==> config.mk <==
export PLATFORM = sky130hd
export DESIGN_NAME = uart_tx_arb_flat
export DESIGN_NICKNAME = d
export VERILOG_FILES = /design/src/rtl/uart_tx_arb_if.sv /design/src/rtl/uart_tx_arb.sv /design/src/flat_wrapper.sv
export SDC_FILE = /design/constraint.sdc
export NUM_CORES = 1
export LEC_CHECK = 0
export BUFFER_PORTS_ARGS = -buffer_cell sky130_fd_sc_hd__buf_2
export CAP_MARGIN = 10
export CORE_AREA = 4 4 78 66
export CTS_BUF_LIST = sky130_fd_sc_hd__clkbuf_4 sky130_fd_sc_hd__clkbuf_8
export CTS_CLUSTER_SIZE = 24
export DETAILED_ROUTE_END_ITERATION = 12
export DIE_AREA = 0 0 82 70
export PLACE_DENSITY_LB_ADDON = 0.2
export REMOVE_ABC_BUFFERS = 1
export SLEW_MARGIN = 25
export SYNTH_ARGS = -nofsm -noshare
export SYNTH_HDL_FRONTEND = slang
export SYNTH_SLANG_ARGS = --single-unit
==> constraint.sdc <==
create_clock -name clk -period 2.7 [get_ports clk]
set_input_delay 0.135 -clock clk [delete_from_list [all_inputs] [get_ports clk]]
set_output_delay 0.135 -clock clk [all_outputs]
set_load 0.03 [all_outputs]
==> src/rtl/uart_tx_arb_if.sv <==
// Source-side byte streams and uart_tx handshake shared by the packet arbiter.
interface uart_tx_arb_if #(
    parameter int unsigned N_REQ = 3
);
    logic [N_REQ-1:0]   s_valid;
    logic [8*N_REQ-1:0] s_data;
    logic [N_REQ-1:0]   s_last;
    logic [N_REQ-1:0]   s_ready;
    logic [N_REQ-1:0]   grant;
    logic               tx_en;
    logic [7:0]         tx_data;
    logic               tx_done;
    logic               busy;

    // Sources and the uart_tx model drive this side.
    modport master (
        output s_valid, s_data, s_last, tx_done,
        input  s_ready, grant, tx_en, tx_data, busy
    );

    // The arbiter sits on this side.
    modport slave (
        input  s_valid, s_data, s_last, tx_done,
        output s_ready, grant, tx_en, tx_data, busy
    );
endinterface

==> src/rtl/uart_tx_arb.sv <==
// Packet-level round-robin arbiter in front of a single uart_tx byte transmitter.
// A source keeps the transmitter from its first byte until its last byte completes,
// or until it leaves s_valid low for TIMEOUT cycles while waiting for its next byte.
module uart_tx_arb #(
    parameter int unsigned N_REQ   = 3,
    parameter logic [15:0] GAP_CYC = 16'd0,
    parameter logic [15:0] TIMEOUT = 16'd50000
) (
    input  logic         clk,
    input  logic         rst_n,
    uart_tx_arb_if.slave bus
);
    localparam int unsigned OW = (N_REQ > 1) ? $clog2(N_REQ) : 1;

    typedef enum logic [1:0] {StIdle, StLoad, StSend, StGap} state_e;

    state_e             state_q, state_d;
    logic [N_REQ-1:0]   grant_q, grant_d;
    logic [OW-1:0]      owner_q, owner_d;
    logic [7:0]         tx_data_q, tx_data_d;
    logic               tx_en_q, tx_en_d;
    logic               last_q, last_d;
    logic [15:0]        cnt_q, cnt_d;

    logic [OW-1:0]      rr_start;
    logic [2*N_REQ-1:0] rr_dup;
    logic [N_REQ-1:0]   rr_rot;
    logic [OW-1:0]      rr_off;
    logic [OW:0]        rr_sum;
    logic               win_found;
    logic [OW-1:0]      win_idx;
    logic [N_REQ-1:0]   ready;
    logic               hs;
    logic [7:0]         sel_data;
    logic               sel_last;

    // Round-robin pick: rotate requests so the slot after the last owner is bit 0.
    always_comb begin
        rr_start  = owner_q + OW'(1);
        rr_dup    = {bus.s_valid, bus.s_valid} >> rr_start;
        rr_rot    = rr_dup[N_REQ-1:0];
        rr_off    = '0;
        win_found = |rr_rot;
        for (int i = N_REQ - 1; i >= 0; i--) begin
            if (rr_rot[i]) begin
                rr_off = OW'(i);
            end
        end
        rr_sum = {1'b0, rr_start} + {1'b0, rr_off};
        if (rr_sum >= (OW + 1)'(N_REQ)) begin
            rr_sum = rr_sum - (OW + 1)'(N_REQ);
        end
        win_idx = rr_sum[OW-1:0];
    end

    // Byte and last flag of the current owner, plus the one-hot accept.
    always_comb begin
        sel_data = 8'h00;
        sel_last = 1'b0;
        for (int i = 0; i < N_REQ; i++) begin
            if (grant_q[i]) begin
                sel_data = bus.s_data[8*i +: 8];
                sel_last = bus.s_last[i];
            end
        end
        ready = grant_q & bus.s_valid & {N_REQ{state_q == StLoad}};
        hs    = |ready;
    end

    // Next-state logic; the timeout and gap counters share cnt_q and saturate.
    always_comb begin
        state_d   = state_q;
        grant_d   = grant_q;
        owner_d   = owner_q;
        tx_data_d = tx_data_q;
        tx_en_d   = 1'b0;
        last_d    = last_q;
        cnt_d     = cnt_q;
        unique case (state_q)
            StIdle: begin
                if (win_found) begin
                    grant_d = N_REQ'(1) << win_idx;
                    owner_d = win_idx;
                    cnt_d   = '0;
                    state_d = StLoad;
                end
            end
            StLoad: begin
                if (hs) begin
                    tx_data_d = sel_data;
                    last_d    = sel_last;
                    tx_en_d   = 1'b1;
                    cnt_d     = '0;
                    state_d   = StSend;
                end else if (cnt_q == TIMEOUT - 16'd1) begin
                    // owner_q keeps the stalled source so the next pick skips it.
                    grant_d = '0;
                    state_d = StIdle;
                end else if (cnt_q != 16'hFFFF) begin
                    cnt_d = cnt_q + 16'd1;
                end
            end
            StSend: begin
                if (bus.tx_done) begin
                    cnt_d = '0;
                    if (last_q) begin
                        grant_d = '0;
                        state_d = (GAP_CYC == 16'd0) ? StIdle : StGap;
                    end else begin
                        state_d = StLoad;
                    end
                end
            end
            StGap: begin
                if (cnt_q >= GAP_CYC - 16'd1) begin
                    state_d = StIdle;
                end else if (cnt_q != 16'hFFFF) begin
                    cnt_d = cnt_q + 16'd1;
                end
            end
            default: state_d = StIdle;
        endcase
    end

    // State register; reset makes requester 0 the first winner.
    always_ff @(posedge clk or negedge rst_n) begin
        if (!rst_n) begin
            state_q   <= StIdle;
            grant_q   <= '0;
            owner_q   <= OW'(N_REQ - 1);
            tx_data_q <= 8'h00;
            tx_en_q   <= 1'b0;
            last_q    <= 1'b0;
            cnt_q     <= '0;
        end else begin
            state_q   <= state_d;
            grant_q   <= grant_d;
            owner_q   <= owner_d;
            tx_data_q <= tx_data_d;
            tx_en_q   <= tx_en_d;
            last_q    <= last_d;
            cnt_q     <= cnt_d;
        end
    end

    assign bus.s_ready = ready;
    assign bus.grant   = grant_q;
    assign bus.tx_en   = tx_en_q;
    assign bus.tx_data = tx_data_q;
    assign bus.busy    = (state_q != StIdle);
endmodule

==> src/flat_wrapper.sv <==
// flat-port wrapper written by rule: the top's interface ports become plain ports
module uart_tx_arb_flat 
#(
    parameter int unsigned N_REQ   = 3,
    parameter logic [15:0] GAP_CYC = 16'd0,
    parameter logic [15:0] TIMEOUT = 16'd50000
)
  (clk, rst_n, bus_s_valid, bus_s_data, bus_s_last, bus_tx_done, bus_s_ready, bus_grant, bus_tx_en, bus_tx_data, bus_busy);
  uart_tx_arb_if #(.N_REQ(N_REQ)) bus_i ();
  input  logic clk;
  input  logic rst_n;
  input wire logic [$bits(bus_i.s_valid)-1:0] bus_s_valid;
  input wire logic [$bits(bus_i.s_data)-1:0] bus_s_data;
  input wire logic [$bits(bus_i.s_last)-1:0] bus_s_last;
  input wire logic [$bits(bus_i.tx_done)-1:0] bus_tx_done;
  output wire logic [$bits(bus_i.s_ready)-1:0] bus_s_ready;
  output wire logic [$bits(bus_i.grant)-1:0] bus_grant;
  output wire logic [$bits(bus_i.tx_en)-1:0] bus_tx_en;
  output wire logic [$bits(bus_i.tx_data)-1:0] bus_tx_data;
  output wire logic [$bits(bus_i.busy)-1:0] bus_busy;
  assign bus_i.s_valid = bus_s_valid;
  assign bus_i.s_data = bus_s_data;
  assign bus_i.s_last = bus_s_last;
  assign bus_i.tx_done = bus_tx_done;
  assign bus_s_ready = bus_i.s_ready;
  assign bus_grant = bus_i.grant;
  assign bus_tx_en = bus_i.tx_en;
  assign bus_tx_data = bus_i.tx_data;
  assign bus_busy = bus_i.busy;
  uart_tx_arb #(.N_REQ(N_REQ), .GAP_CYC(GAP_CYC), .TIMEOUT(TIMEOUT)) u_core (.clk(clk), .rst_n(rst_n), .bus(bus_i));
endmodule
==> flow_metrics.tcl, run 1 <==
set metrics [dict create \
    asyncSetResetFlopFracSynth_pct 100 \
    fin_max_slew_vios 0 \
    drt-pass1-iter-count 4 \
    detailroute.via_count 2008 \
    regArea_um2 827 \
    drive_gt1_share_pct 28.6 \
    clk_root_buffer_cell "clkbuf_8" \
    core_region_area_um2 4400 \
    crit_required_ns 2.87 \
    drtIter0Drc 159 \
    worst_setup_path_start_kind "register" \
    grt_setup_unrepaired "no" \
    finalSetupViolCount 0 \
    post-synth-top-area-fraction_pct 37.0 \
    ctsLongestPathBuffers 2 \
    slew_headroom_pct 40.3 \
    detail-route-antenna-nets 0 \
    cts_tree "yes" \
    drt-wirelength-per-cell_um 14.7 \
    finalCriticalPeriod_ns 2.60 \
    finalSetupTns_ns 0 \
    die-area_um2 5740 \
    ys.warnings.count 0 \
    tritoncts.num_buffers 5 \
    layoutNonFillerInstCount 357 \
    num-nets-final 338 \
    max_freq_mhz 384 \
    antenna_found_initial 0 \
    postLayoutCoreUtil_pct 60.7 \
    p_leak_uw 0.00124 \
    run_status "complete, no violations" \
    syn_area_um2 2160 \
    grt_pass1_wl_um 8700 \
    post_synth_num_cell_types 56 \
    power.density_nw_per_um2 397 \
    placement_rows 22 \
    dp_cells 347 \
    drt-total-wl_um 5240 \
    leading_cell_type_by_number_of_instances_after_synthesis "dfrtp_1" \
    clock-skew-final_ns 0.00287 \
    cts.htree.levels 2 \
    synth_cells 244 \
    grt_max_degree 34 \
    cp_max_fo 5 \
    syn_to_final_growth_pct 23.7 \
    post_drt_via_cell_ratio 5.62 \
    timing.final.crit_share_pct 96.4 \
    overflow 0 \
    numClockSinks 33 \
    port_buffers 48 \
    largest_vdd_supply_drop_v 0.000340 \
    fill_cell_total_of_the_finished_layout 412 \
    timing_worst_slew_pin_value_ns 0.889 \
    final_estimated_routing_congestion_in_global_placement 0.873 \
    clock_latency_ns 0.29 \
    ios 49 \
    area_of_the_multi_input_gates_um2 1320 \
    leading_cell_types_by_count_after_synthesis "dfrtp_1, nor2_1, nand2_1" \
    synth_edf_count 0 \
    grt.total_usage_pct 19.3 \
    dp.final_hpwl_um 3900 \
    initial_utilization_pct 49.1 \
    synth_largest_area_cell "dfrtp_1" \
    timing_worst_setup_path_type "reg -> reg" \
    dieWidth_um 82 \
    max_cap_violations 0 \
    crit_path_end_kind "register" \
    first_global_vias 1846 \
    worstPathArrival_ns 2.78 \
    hold_violations 0 \
    num_antenna_cells 0 \
    final.hold.worst_slack_ns 0.134 \
    number_of_flip_flops_and_latches_in_the_synthesized_netlist 33 \
    timing.hold.worst.class "in -> reg" \
    chipHeight_um 70 \
    syn-mean-instance-area_um2 8.86 \
    synth_top_flop_cell "dfrtp_1" \
    route.detailed.drc 0 \
    clk_transition_reported_paths_ns 0.07 \
    yosysSeqAreaShare_pct 38.3 \
    post_synth_main_area_contributors "dfrtp_1, nor2_1, a21oi_1, ha_1, nand2_1" \
]
==> per-stage QoR <==
stage                     worst slack [ns]  total power (uW)  area, um^2
final                               0.0969              1060        2670
after global routing                0.0113              1100        2670
after CTS                           0.0320              1060        2620
after detailed placement           -0.0765               560        2470
after global placement              0.0186               558        2470
after floorplan                      0.143               518        2120
==> layout by cell type, fill, tap and decap left out, drive strengths merged, types with 2 or more instances in the layout <==
master and count:
xor2 3, o22a 2, inv 10, nor2b 4, mux2i 2, clkbuf 7, a2111oi 2, and4 2
o21a 3, a31oi 4, or4 5, ha 8, o22ai 2, nor3b 4, nor2 29, nor4 3
nand2 22, o31ai 3, a22oi 10, nor4bb 2, xnor2 3, nor3 3, buf 54, nor4b 2
nand4 7, and3 5, o21ai 16, a21oi 20, or2 2, o2111ai 2, dfrtp 32, a211oi 2
nand3 4, mux2 4
==> repair_timing <==
action	CTS	global route
setup endpoints to repair	3	4
hold buffers	1	0
setup buffers	0	1
endpoints found under the hold margin	32	0
pin swaps	0	7
gates resized for setup	5	9
cloned	0	0
==> logic make-up (layout without fill, tap and decap cells) <==
kind of cell             count (synthesis)  in the layout  synth area share (%)
AND/OR/NAND/NOR                         97             97                  25.1
AO/OA/AOI/OAI                           73             73                  21.8
flip-flops                              33             33                  38.3
buffers and inverters                   20             73                  3.65
adder cells (fa/ha/maj)                  9              9                  5.56
XOR/XNOR                                 6              6                  2.43
multiplexers                             6              6                  3.18
==> flip-flops by register name, indices dropped and copies added (netlist names) <==
| name | flops |
|---|---|
| u_core.last_q | 1 |
| u_core.owner_q | 2 |
| u_core.bus.tx_data | 8 |
| u_core.cnt_q | 16 |
| u_core.bus.tx_en | 1 |
| u_core.bus.grant | 3 |
| u_core.state_q | 2 |
==> power breakdown <==
group | leakage [uW] | switching, uW | total (uW) | internal, uW
registers | 0.000433 | 0 | 494 | 494
logic | 0.000750 | 38.7 | 75.0 | 36.3
clock network | 0.0000619 | 181 | 492 | 311
==> routing by layer <==
metal	vias up	wire [um]	GRT usage, %
met3	10	302	5.54
li1	1016	-	-
met1	924	2480	27.6
met2	58	2370	28.0
met4	0	82	5.90
met5	-	0	0
==> final timing paths <==
check                                      start                     to  slack (ns)  cells past startpoint
max                            u_core.owner_q[0]    u_core.bus.grant[1]         0.1                     12
min                               bus_s_data[18]  u_core.bus.tx_data[2]        0.13                      3
max reg2reg                    u_core.owner_q[0]    u_core.bus.grant[1]         0.1                     12
min reg2reg                u_core.bus.tx_data[4]  u_core.bus.tx_data[4]        0.48                      2
max in group asynchronous                  rst_n      u_core.state_q[1]        1.79                      2
min in group asynchronous                  rst_n        u_core.cnt_q[5]        0.44                      2
==> cell type report <==
| cell class | instances | share of cell area [%] |
|---|---|---|
| clock buffers | 7 | 3.37 |
| flip-flops and latches | 33 | 30.9 |
| clock inverters | 1 | 1.12 |
| inverters | 10 | 1.40 |
| multi-input cells | 191 | 49.3 |
| repair buffers | 55 | 11.0 |
| well taps | 60 | 2.81 |
==> critical path, cell delays in order, from the launching register on <==
cell	delay, ns
dfrtp_1	0.40
inv_2	0.11
nor3b_2	0.06
a31oi_1	0.16
o22ai_1	0.10
ha_2	0.21
fa_2	0.58
ha_4	0.18
nor2_2	0.06
nand3b_1	0.10
o21ai_2	0.09
and3b_1	0.19
mux2_2	0.25
No activity file was read; power rests on OpenSTA's default activity.
==> run 2, diff against run 1 <==
- REMOVE_ABC_BUFFERS: 1 -> default
==> run 2 against run 1 <==
Cell area is 0.28% higher. Setup slack worse by 0.063 ns. Critical path depth unchanged. Core utilization grew 0.17 points. Critical path type unchanged. Highest routed layer unchanged.
==> flow_metrics.tcl, run 2 (synthesis results as in run 1) <==
set metrics [dict create \
    path_cells "inv_2, nor3b_2, a31oi_1, o22ai_1, ha_2, fa_2, ha_4, nor2_4, nand3b_1, o21ai_2, and3b_1, mux2_2" \
    cts_tree "yes" \
    final_estimated_routing_congestion_in_global_placement 0.841 \
    timing_worst_setup_path_type "reg -> reg" \
    detail-route-antenna-nets 0 \
    ios 49 \
    slew_headroom_pct 41.7 \
    drt-pass1-iter-count 5 \
    finalSetupTns_ns 0 \
    drt-total-wl_um 5210 \
    overflow 0 \
    clk_root_buffer_cell "clkbuf_8" \
    layoutNonFillerInstCount 359 \
    run_status "complete, no violations" \
    worstPathArrival_ns 2.83 \
    tritoncts.num_buffers 5 \
    grt_pass1_wl_um 8440 \
    cp_max_fo 5 \
    fill_cell_total_of_the_finished_layout 386 \
    detailroute.via_count 2063 \
    crit_path_max_incr_delay_ns 0.61 \
    route.detailed.drc 0 \
    drtIter0Drc 148 \
    largest_vdd_supply_drop_v 0.000320 \
    max_cap_violations 0 \
    finalCriticalPeriod_ns 2.67 \
    hold_violations 0 \
    timing.final.crit_share_pct 98.7 \
    timing.hold.worst.class "in -> reg" \
    grt_max_degree 34 \
    chipHeight_um 70 \
    dp_cells 347 \
    max_freq_mhz 375 \
    dieWidth_um 82 \
    clock_latency_ns 0.28 \
    p_leak_uw 0.00125 \
    num-nets-final 341 \
    drt-wirelength-per-cell_um 14.5 \
    core_region_area_um2 4400 \
    num_antenna_cells 0 \
    numClockSinks 33 \
    largest_register_ffs 16 \
    finalSetupViolCount 0 \
    syn_to_final_growth_pct 24.0 \
    initial_utilization_pct 49.1 \
    crit_required_ns 2.86 \
    worst_setup_path_start_kind "register" \
    cts.htree.levels 2 \
    timing_worst_slew_pin_value_ns 0.868 \
    clk_transition_reported_paths_ns 0.06 \
    placement_rows 22 \
    first_global_vias 1784 \
    slowest_stage "fa_2" \
    port_buffers 48 \
    fin_max_slew_vios 0 \
    register_with_the_most_flip_flops "u_core.cnt_q" \
    layout_common_cells "buf_2, dfrtp_1, nor2_1, nand2_1, a21oi_1" \
    antenna_found_initial 0 \
    clock-skew-final_ns 0.00246 \
    leading_cell_type_in_the_layout_fill_and_taps_excluded "buf_2" \
    die-area_um2 5740 \
    crit_path_end_kind "register" \
    post_drt_via_cell_ratio 5.75 \
    drive_gt1_share_pct 29.8 \
    ctsLongestPathBuffers 2 \
    power.density_nw_per_um2 355 \
    grt.total_usage_pct 18.5 \
    dp.final_hpwl_um 3830 \
    postSynthNetCount 286 \
]
==> run 2: worst max-delay path: cells and delay by family (launching register included) <==
kind                       cells  cell delay [ns]
adders and majority gates      3             1.01
DFF                            1             0.41
and+or+nand+nor                4             0.39
AOI/OAI and AO/OA              3             0.34
muxes                          1             0.26
buffers and inverters          1             0.12
==> run 2: through the flow <==
stage | utilization [%] | total power, uW | setup WS [ns] | instance area [um^2] | hold WS, ns
2_1_floorplan | - | 520 | 0.143 | 2160 | -0.161
3_3_place_gp | 56.2 | 556 | 0.0275 | 2470 | 0.246
3_5_place_dp | 56.2 | 559 | -0.0942 | 2470 | 0.250
4_1_cts | 58.9 | 950 | 0.00377 | 2600 | 0.137
6_report | 60.9 | 951 | 0.0343 | 2680 | 0.139
5_1_grt | 60.9 | 995 | -0.0560 | 2680 | 0.156
==> run 2: final timing paths <==
| path | start | to | slack (ns) | cells past startpoint |
|---|---|---|---|---|
| max | u_core.owner_q[0] | u_core.bus.grant[1] | 0.03 | 12 |
| min | bus_s_data[23] | u_core.bus.tx_data[7] | 0.14 | 3 |
| max reg2reg | u_core.owner_q[0] | u_core.bus.grant[1] | 0.03 | 12 |
| min reg2reg | u_core.bus.tx_data[7] | u_core.bus.tx_data[7] | 0.47 | 2 |
| max in group asynchronous | rst_n | u_core.cnt_q[13] | 1.78 | 2 |
| min in group asynchronous | rst_n | u_core.cnt_q[5] | 0.45 | 2 |
==> run 2: metal layers <==
layer	track usage, %	wire, um
met2	27.5	2440
met4	4.98	68
met1	27.0	2380
met5	0	0
met3	3.99	322
==> run 2: layout make-up <==
class | count | area [um^2] | area share [%]
sequential | 33 | 827 | 30.8
multi-input combinational | 191 | 1330 | 49.7
timing repair buffer | 58 | 318 | 11.9
inverter | 10 | 37.5 | 1.40
tap | 60 | 75.1 | 2.80
clock buffer | 7 | 90.1 | 3.36
==> run 2: what timing repair did <==
| item | CTS | global route |
|---|---|---|
| hold buffers | 1 | 0 |
| pin swaps | 0 | 9 |
| setup buffers | 0 | 4 |
| hold endpoints to repair | 32 | 0 |
| endpoints found under the setup margin | 3 | 3 |
| gates resized for setup | 6 | 11 |
| gates cloned | 0 | 0 |
==> run 2: power breakdown <==
group | switching [uW] | internal (uW) | total (uW)
Clock | 169 | 212 | 382
Sequential | 0 | 495 | 495
Combinational | 39.3 | 35.5 | 74.8
==> run 3, diff against run 2 <==
- CORE_AREA: 4 4 78 66 -> 4 4 80 67
- CTS_BUF_LIST: sky130_fd_sc_hd__clkbuf_4 sky130_fd_sc_hd__clkbuf_8 -> default
- DIE_AREA: 0 0 82 70 -> 0 0 84 71
==> run 3 against run 2 <==
Fmax decreased by 1.7%. Largest cell class unchanged. Via count decreased by 0.68%. Sequential power about the same. The flow now finishes with violations (negative setup slack). Die area increased by 3.9%. Critical path depth unchanged. Critical endpoint is now u_core.bus.grant[2]. Global-route usage decreased by 0.21 points. Final cell count increased by 0.56%. Clock skew increased by 0.00071 ns. Combinational power decreased by 4.8%. Setup slack got worse by 0.047 ns. Clock power increased by 26%. First-iteration DRC count decreased by 21%.
==> flow_metrics.tcl, run 3 (synthesis results as in run 1) <==
set metrics [dict create \
    timing.final.crit_share_pct 100 \
    power.density_nw_per_um2 388 \
    final_estimated_routing_congestion_in_global_placement 0.858 \
    cts.htree.levels 2 \
    timing.hold.worst.class "in -> reg" \
    syn_to_final_growth_pct 24.9 \
    fin_max_slew_vios 0 \
    ctsLongestPathBuffers 2 \
    port_buffers 48 \
    overflow 0 \
    core_region_area_um2 4510 \
    num_antenna_cells 0 \
    max_cap_violations 0 \
    grt.total_usage_pct 18.3 \
    worstPathArrival_ns 2.88 \
    detailroute.via_count 2049 \
    tritoncts.num_buffers 5 \
    layout_common_cells "buf_2, dfrtp_1, nor2_1, nand2_1, a21oi_1" \
    leading_cell_type_in_the_layout_fill_and_taps_excluded "buf_2" \
    dieWidth_um 84 \
    finalSetupViolCount 2 \
    route.detailed.drc 0 \
    clock_latency_ns 0.28 \
    dp_cells 348 \
    crit_path_end_kind "register" \
    hold_violations 0 \
    p_leak_uw 0.00126 \
    max_freq_mhz 369 \
    grt_max_degree 34 \
    drt-wirelength-per-cell_um 14.8 \
    slew_headroom_pct 45.0 \
    clk_root_buffer_cell "clkbuf_8" \
    dp_worst_setup_slack_ns 0.0150 \
    postSynthNetCount 286 \
    power.total_uw 1050 \
    drtIter0Drc 117 \
    register_with_the_most_flip_flops "u_core.cnt_q" \
    antenna_found_initial 0 \
    largest_register_ffs 16 \
    finalCriticalPeriod_ns 2.71 \
    crit_required_ns 2.87 \
    timing_worst_setup_path_type "reg -> reg" \
    clock-skew-final_ns 0.00317 \
    num-nets-final 342 \
    dp.final_hpwl_um 3860 \
    chipHeight_um 71 \
    ios 49 \
    detail-route-antenna-nets 0 \
    worst_setup_path_start_kind "register" \
    die-area_um2 5960 \
    postLayoutCoreUtil_pct 59.8 \
    drive_gt1_share_pct 29.9 \
    timing_worst_slew_pin_value_ns 0.820 \
    violations "negative setup slack" \
    initial_utilization_pct 47.9 \
    placement_rows 22 \
    fill_cell_total_of_the_finished_layout 408 \
    cp_max_fo 5 \
    drt-pass1-iter-count 5 \
    largest_vdd_supply_drop_v 0.000298 \
    layoutNonFillerInstCount 361 \
    clk_transition_reported_paths_ns 0.07 \
    run_status "finished with violations" \
    layout_setup_ws_ns -0.0125 \
    post_drt_via_cell_ratio 5.68 \
    cts_tree "yes" \
    drt-total-wl_um 5340 \
    grt_pass1_wl_um 8870 \
    first_global_vias 1880 \
    numClockSinks 33 \
    final.hold.worst_slack_ns 0.135 \
]
==> run 3: cell types whose count changed in the layout (fill, tap and decap cells not counted) <==
| cell | before | now |
|---|---|---|
| buf_4 | 9 | 10 |
| bufinv_16 | 0 | 1 |
| clkbuf_1 | 0 | 1 |
| clkbuf_4 | 1 | 0 |
| nor2_2 | 1 | 2 |
| nor2_4 | 2 | 1 |
| nor3b_1 | 3 | 2 |
| nor3b_2 | 1 | 2 |
| o32ai_2 | 0 | 1 |
| o32ai_4 | 1 | 0 |
| or4_1 | 4 | 5 |
| or4_4 | 1 | 0 |
==> run 3: layout make-up <==
cell class / count / area, um^2 / area share (%)
clock buffers: 7 / 86.3 / 3.20
multi-input cells: 191 / 1320 / 48.8
inverters: 10 / 37.5 / 1.39
repair buffers: 59 / 325 / 12.0
well taps: 60 / 75.1 / 2.78
clock inverters: 1 / 30.0 / 1.11
flip-flops and latches: 33 / 827 / 30.6
==> run 3: worst paths after layout <==
path	from	end	slack, ns	cells past startpoint
max	u_core.owner_q[0]	u_core.bus.grant[2]	-0.01	12
min	bus_s_data[22]	u_core.bus.tx_data[6]	0.13	3
max reg2reg	u_core.owner_q[0]	u_core.bus.grant[2]	-0.01	12
min reg2reg	u_core.bus.tx_data[6]	u_core.bus.tx_data[6]	0.48	2
max in group asynchronous	rst_n	u_core.cnt_q[0]	1.78	2
min in group asynchronous	rst_n	u_core.cnt_q[7]	0.45	2
==> run 3: critical path, stage by stage, from the launching register on <==
cell	delay, ns
dfrtp_1	0.39
inv_2	0.08
nor3b_2	0.17
a31oi_1	0.06
o22ai_1	0.22
ha_2	0.22
fa_2	0.49
ha_4	0.21
nor2_2	0.17
nand3b_1	0.14
o21ai_2	0.13
nor3_1	0.06
mux2_2	0.26
==> run 3: timing repair <==
| item | 4_1_cts | 5_1_grt |
|---|---|---|
| endpoints found under the hold margin | 32 | 0 |
| setup endpoints to repair | 0 | 5 |
| gates resized for setup | 0 | 15 |
| setup buffers | 0 | 4 |
| hold buffers | 1 | 0 |
==> run 3: per-layer routing <==
metal,share of wire [%],wire length [um],track usage [%]
met5,0,0,0
met4,1.5,82,6.61
met3,5.8,307,5.59
met2,46,2440,27.9
met1,47,2510,24.7
==> run 3: power by group <==
group          switching (uW)  internal (uW)  total (uW)
Clock                     181            301         481
Sequential                  0            494         494
Combinational            38.1           33.1        71.2
==> run 3: stage by stage <==
stage	area, um^2	setup TNS, ns
finish	2700	-0.0186
global route	2700	-0.437
CTS	2610	0
detailed placement	2480	0
global placement	2480	0
floorplan	2160	0
